### src/rtl/gcd_pkg.sv
// Shared types and default sizing for the GCD stream controller slice.
package gcd_pkg;
  localparam int unsigned BYTES_DEF = 2;
  localparam int unsigned DEPTH_DEF = 4;

  typedef enum logic [1:0] {IDLE, LOAD, RUN, DONE} state_t;
endpackage

### src/rtl/gcd_fifo.sv
// Operand-pair FIFO with a registered head word; an entry is visible the cycle after its push.
module gcd_fifo
  import gcd_pkg::*;
#(
  parameter int unsigned W2    = 32,
  parameter int unsigned DEPTH = DEPTH_DEF
) (
  input  logic          clk,
  input  logic          rst,
  input  logic          push,
  input  logic          pop,
  input  logic [W2-1:0] wdata,
  output logic [W2-1:0] rdata,
  output logic          full,
  output logic          empty
);
  localparam int unsigned   AW       = $clog2(DEPTH);
  localparam logic [AW:0]   FULL_CNT = (AW+1)'(DEPTH);

  logic [W2-1:0] mem_q [DEPTH];
  logic [AW-1:0] wr_ptr_q, wr_ptr_d;
  logic [AW-1:0] rd_ptr_q, rd_ptr_d;
  logic [AW:0]   count_q, count_d;
  logic [W2-1:0] rdata_q, rdata_d;
  logic          push_en, pop_en;

  assign full    = (count_q == FULL_CNT);
  assign empty   = (count_q == '0);
  assign push_en = push && !full;
  assign pop_en  = pop && !empty;
  assign rdata   = rdata_q;

  always_comb begin
    wr_ptr_d = push_en ? wr_ptr_q + 1'b1 : wr_ptr_q;
    rd_ptr_d = pop_en ? rd_ptr_q + 1'b1 : rd_ptr_q;
    count_d  = count_q;
    if (push_en && !pop_en) begin
      count_d = count_q + 1'b1;
    end else if (pop_en && !push_en) begin
      count_d = count_q - 1'b1;
    end
    // Look ahead to the next head; a write landing on that slot bypasses the array.
    rdata_d = (push_en && (wr_ptr_q == rd_ptr_d)) ? wdata : mem_q[rd_ptr_d];
  end

  always_ff @(posedge clk) begin
    if (push_en) begin
      mem_q[wr_ptr_q] <= wdata;
    end
  end

  always_ff @(posedge clk or posedge rst) begin
    if (rst) begin
      wr_ptr_q <= '0;
      rd_ptr_q <= '0;
      count_q  <= '0;
      rdata_q  <= '0;
    end else begin
      wr_ptr_q <= wr_ptr_d;
      rd_ptr_q <= rd_ptr_d;
      count_q  <= count_d;
      rdata_q  <= rdata_d;
    end
  end
endmodule

### src/rtl/gcd_stream_ctrl.sv
// Streams operand pairs through an iterative GCD core, bypassing zero operands
// and reporting the number of core RUN cycles with each result.
module gcd_stream_ctrl
  import gcd_pkg::*;
#(
  parameter int unsigned BYTES = BYTES_DEF,
  parameter int unsigned DEPTH = DEPTH_DEF,
  parameter int unsigned CW    = 8*BYTES+2
) (
  input  logic                 clk,
  input  logic                 rst,
  input  logic                 in_valid,
  output logic                 in_ready,
  input  logic [8*BYTES-1:0]   in_a,
  input  logic [8*BYTES-1:0]   in_b,
  output logic                 out_valid,
  input  logic                 out_ready,
  output logic [8*BYTES-1:0]   out_gcd,
  output logic [CW-1:0]        out_cycles,
  output logic                 gcd_load,
  output logic [8*BYTES-1:0]   gcd_a,
  output logic [8*BYTES-1:0]   gcd_b,
  input  logic [8*BYTES-1:0]   gcd_o,
  input  logic                 gcd_fin
);
  localparam int unsigned W = 8*BYTES;

  state_t          state_q, state_d;
  logic [CW-1:0]   cnt_q, cnt_d, cnt_inc;
  logic [W-1:0]    a_q, a_d, b_q, b_d;
  logic [W-1:0]    gcd_q, gcd_d;
  logic [CW-1:0]   cyc_q, cyc_d;
  logic            load_q, load_d;

  logic            fifo_push, fifo_pop, fifo_full, fifo_empty;
  logic [2*W-1:0]  fifo_rdata;
  logic [W-1:0]    head_a, head_b;

  assign in_ready   = !fifo_full;
  assign fifo_push  = in_valid && in_ready;
  assign fifo_pop   = (state_q == IDLE) && !fifo_empty;
  assign head_a     = fifo_rdata[2*W-1:W];
  assign head_b     = fifo_rdata[W-1:0];

  gcd_fifo #(
    .W2    (2*W),
    .DEPTH (DEPTH)
  ) u_fifo (
    .clk   (clk),
    .rst   (rst),
    .push  (fifo_push),
    .pop   (fifo_pop),
    .wdata ({in_a, in_b}),
    .rdata (fifo_rdata),
    .full  (fifo_full),
    .empty (fifo_empty)
  );

  assign cnt_inc = (&cnt_q) ? cnt_q : cnt_q + 1'b1;

  always_comb begin
    state_d = state_q;
    cnt_d   = cnt_q;
    a_d     = a_q;
    b_d     = b_q;
    gcd_d   = gcd_q;
    cyc_d   = cyc_q;
    case (state_q)
      IDLE: begin
        if (!fifo_empty) begin
          a_d = head_a;
          b_d = head_b;
          // The core never converges with a zero operand, so answer it here.
          if ((head_a == '0) || (head_b == '0)) begin
            gcd_d   = head_a | head_b;
            cyc_d   = '0;
            state_d = DONE;
          end else begin
            cnt_d   = '0;
            state_d = LOAD;
          end
        end
      end
      LOAD: state_d = RUN;
      RUN: begin
        cnt_d = cnt_inc;
        if (gcd_fin) begin
          gcd_d   = gcd_o;
          cyc_d   = cnt_inc;
          state_d = DONE;
        end
      end
      DONE: begin
        if (out_ready) begin
          state_d = IDLE;
        end
      end
      default: state_d = IDLE;
    endcase
    load_d = (state_d == LOAD);
  end

  always_ff @(posedge clk or posedge rst) begin
    if (rst) begin
      state_q <= IDLE;
      cnt_q   <= '0;
      a_q     <= '0;
      b_q     <= '0;
      gcd_q   <= '0;
      cyc_q   <= '0;
      load_q  <= 1'b0;
    end else begin
      state_q <= state_d;
      cnt_q   <= cnt_d;
      a_q     <= a_d;
      b_q     <= b_d;
      gcd_q   <= gcd_d;
      cyc_q   <= cyc_d;
      load_q  <= load_d;
    end
  end

  assign out_valid  = (state_q == DONE);
  assign out_gcd    = gcd_q;
  assign out_cycles = cyc_q;
  assign gcd_load   = load_q;
  assign gcd_a      = a_q;
  assign gcd_b      = b_q;
endmodule

### config.mk
export PLATFORM = sky130hd
export DESIGN_NAME = gcd_stream_ctrl
export DESIGN_NICKNAME = d
export VERILOG_FILES = /design/src/rtl/gcd_pkg.sv /design/src/rtl/gcd_fifo.sv /design/src/rtl/gcd_stream_ctrl.sv
export SDC_FILE = /design/constraint.sdc
export NUM_CORES = 1
export LEC_CHECK = 0
export ABC_CLOCK_PERIOD_IN_PS = 4700
export BUFFER_PORTS_ARGS = -buffer_cell sky130_fd_sc_hd__buf_2
export CAP_MARGIN = 40
export CORE_MARGIN = 8
export CORE_UTILIZATION = 60
export CTS_CLUSTER_SIZE = 40
export DETAILED_ROUTE_END_ITERATION = 8
export PLACE_DENSITY = 0.79
export SLEW_MARGIN = 30
export SYNTH_ARGS = -nofsm -noshare
export SYNTH_HDL_FRONTEND = slang
export SYNTH_HIERARCHICAL = 1
export SYNTH_SLANG_ARGS = --single-unit
### constraint.sdc
create_clock -name clk -period 4.7 [get_ports clk]
set_clock_uncertainty 0.15 [all_clocks]
set_input_delay 0.235 -clock clk [delete_from_list [all_inputs] [get_ports clk]]
set_output_delay 0.235 -clock clk [all_outputs]
set_load 0.02 [all_outputs]
==> results.cfg <==
[clocking]
clockBufferDepth = 3
path_clk_slew_ns = 0.06
clock_sinks = 254
worstSkewPairLatency_ns = 0.52
cts_buffers = 27
h-tree-depth = 1
tritoncts = built
post_cts_buffers = 0
cts.repair.resized = 0
root_buffer = clkbuf_16

[layout]
layout_commonest_cell = edfxtp_1
fin_cells = 1349
antenna_cells = 0
layout_common_cells = edfxtp_1 (128), dfrtp_1 (124), buf_2 (121)
area_growth_pct = 18.5
nNetsFinal = 1124
drive_gt1_share_pct = 28.2
num-fill-cells = 1293
final_area_sq_mm = 0.0141

[worst_setup_path]
required_ns = 4.96
end_kind = register
reg2reg_slack_ns = 1.45
r2r-start = u_fifo/count_q[0]
cp_slowest_stage_delay_ns = 0.68
cp_max_fo = 46
crit_path_start_kind = register
startpoint = u_fifo/count_q[0]
cp_slowest_cell = o31a_2
path_class = reg -> reg
crit_chain = nor3_1 -> nor3_4 -> o31a_2 -> clkinv_2 -> nor4_1 -> o41a_2 -> buf_12 -> a221oi_1 -> a21o_1
cp.arrival_ns = 3.51

[placed_design]
io_buffers = 121
hpwl_mm = 17.7
gp_congestion = 0.833
dp_cells = 1250
postPlaceCellArea_sq_mm = 0.0126

[logic_synthesis]
synth.distinct_cells = 64
syn_area_sq_mm = 0.0119
async_flop_share_pct = 49.6
synth-edff-count = 128
synth_nets = 983
synth_ff_type = edfxtp_1
yosysSeqAreaShare_pct = 59.0
synth_cells = 923
ys_seq_elements = 254
yosys_warnings = 6
syn_avg_cell_area_sq_um = 12.9

[floorplan]
core_area_sq_mm = 0.0195
row_count = 51
dieArea_sq_mm = 0.0245
die_h_um = 157
start_util_pct = 61.0
die_w_um = 157
ios = 122

[global_routing]
grt_max_degree = 74
grt_pass1_vias = 8160
antenna_found_initial = 0
grt_util_all_layers_pct = 22.8
grt-ovfl-total = 0
grt_pass1_wl_mm = 44.4

[power]
p_leak_nw = 5.57
p_total_w = 0.00971
peakVddDrop_mv = 0.416
powerDensity_mw_per_mm2 = 691

[sta]
period_share_pct = 69.1
maxSlewViolCount = 0
hold_viol_final = 0
slew_headroom_pct = 42.3
setup_viol = 0
hold-worst-slack_ns = 0.0391
timing.setup.tns_ns = 0
worst_slew_pin_slew_ns = 0.863
max_clock_freq_mhz = 308
period_needed_ns = 3.25
grt_setup_unrepaired = false

[routing]
wl_met2_mm = 13.8
ant_nets = 0
totalWireLength_mm = 28.3
vias = 8352
dr_wl_met3_mm = 1.90
drt-met1-wl_mm = 11.9
top_layer = met4
via_per_inst = 6.19
wl_per_cell_um = 21.0
drt_first_pass_iters = 5
drcViolationCount = 0
drtIter0Drc = 616

[hold_path]
hold_path.class = in -> async

[run_status]
status = finished clean

[run]
drv_cap = 0
## cells by family after synthesis
logic type	count (synthesis)	synth area share [%]
buffers and inverters	92	3.64
XOR/XNOR	20	1.48
flip-flops	254	59.0
AO/OA/AOI/OAI	209	15.0
adder cells (fa/ha/maj)	7	0.801
multiplexers	86	8.11
AND/OR/NAND/NOR	255	12.1
## final cells by class
type                    count  area [sq um]  share of cell area [%]
flip-flops and latches    254          7000                    49.8
multi-input cells         577          4460                    31.7
repair buffers            187          1260                    8.99
clock buffers              36           769                    5.47
well taps                 265           332                    2.36
clock inverters            13           165                    1.17
inverters                  17          66.3                   0.472
## where the power goes
group | internal (W) | switching (W) | leakage [nW]
logic | 0.00164 | 0.00215 | 2.37
clock network | 0.00136 | 0.000835 | 0.463
registers | 0.00304 | 0.000680 | 2.73
total | 0.00604 | 0.00367 | 5.57
## critical path: cells and delay by family (launching register included)
family	cells	cell delay [ns]
flops	1	0.44
simple gates	3	0.54
compound gates	4	1.50
buf+inv	2	0.47
## path summary, 6_finish.rpt
check,depth (start not counted),end
min,3,cnt_q[14]
min in group clk,4,out_cycles[12]
max,9,u_fifo/rdata[2]
max in group asynchronous,5,state_q[0]
min reg2reg,1,out_cycles[12]
max reg2reg,9,u_fifo/rdata[2]
## repair_timing
action / CTS / global route
setup endpoints to repair: 0 / 0
hold buffers: 50 / 0
endpoints found under the hold margin: 265 / 0
## metal layers
layer,vias up,track usage [%]
met4,0,8.01
met2,323,37.9
met1,4138,29.9
met5,-,0
met3,56,3.70
li1,3835,-
## metrics by stage
| stage | utilization (%) | setup WS [ns] |
|---|---|---|
| finish | 72.2 | 1.45 |
| global route | 72.2 | 1.20 |
| detailed placement | 64.9 | 1.46 |
| global placement | 64.6 | 1.62 |
| CTS | 72.2 | 1.46 |
| floorplan | - | 1.79 |
## flip-flops by register name (all words and copies together) (netlist names), 3 cells and up
signal / count
u_fifo/mem_q: 128
u_fifo/rdata: 32
cnt_q: 18
out_cycles: 18
gcd_a: 16
gcd_b: 16
out_gcd: 16
u_fifo/count_q: 3
## cells in the mapped netlist, types with 28 or more instances
library cell | count | area, sq um
edfxtp_1 | 128 | 3840
o221ai_1 | 32 | 280
nand2_1 | 48 | 180
nor2_1 | 41 | 154
a221oi_2 | 28 | 420
o31ai_1 | 35 | 263
dfrtp_1 | 126 | 3150
nor3_1 | 37 | 185
a21o_1 | 34 | 255
mux2_2 | 70 | 788
nand3b_1 | 32 | 240
clkbuf_1 | 37 | 139
or3_1 | 39 | 244
(Power assumes the default switching activity.)
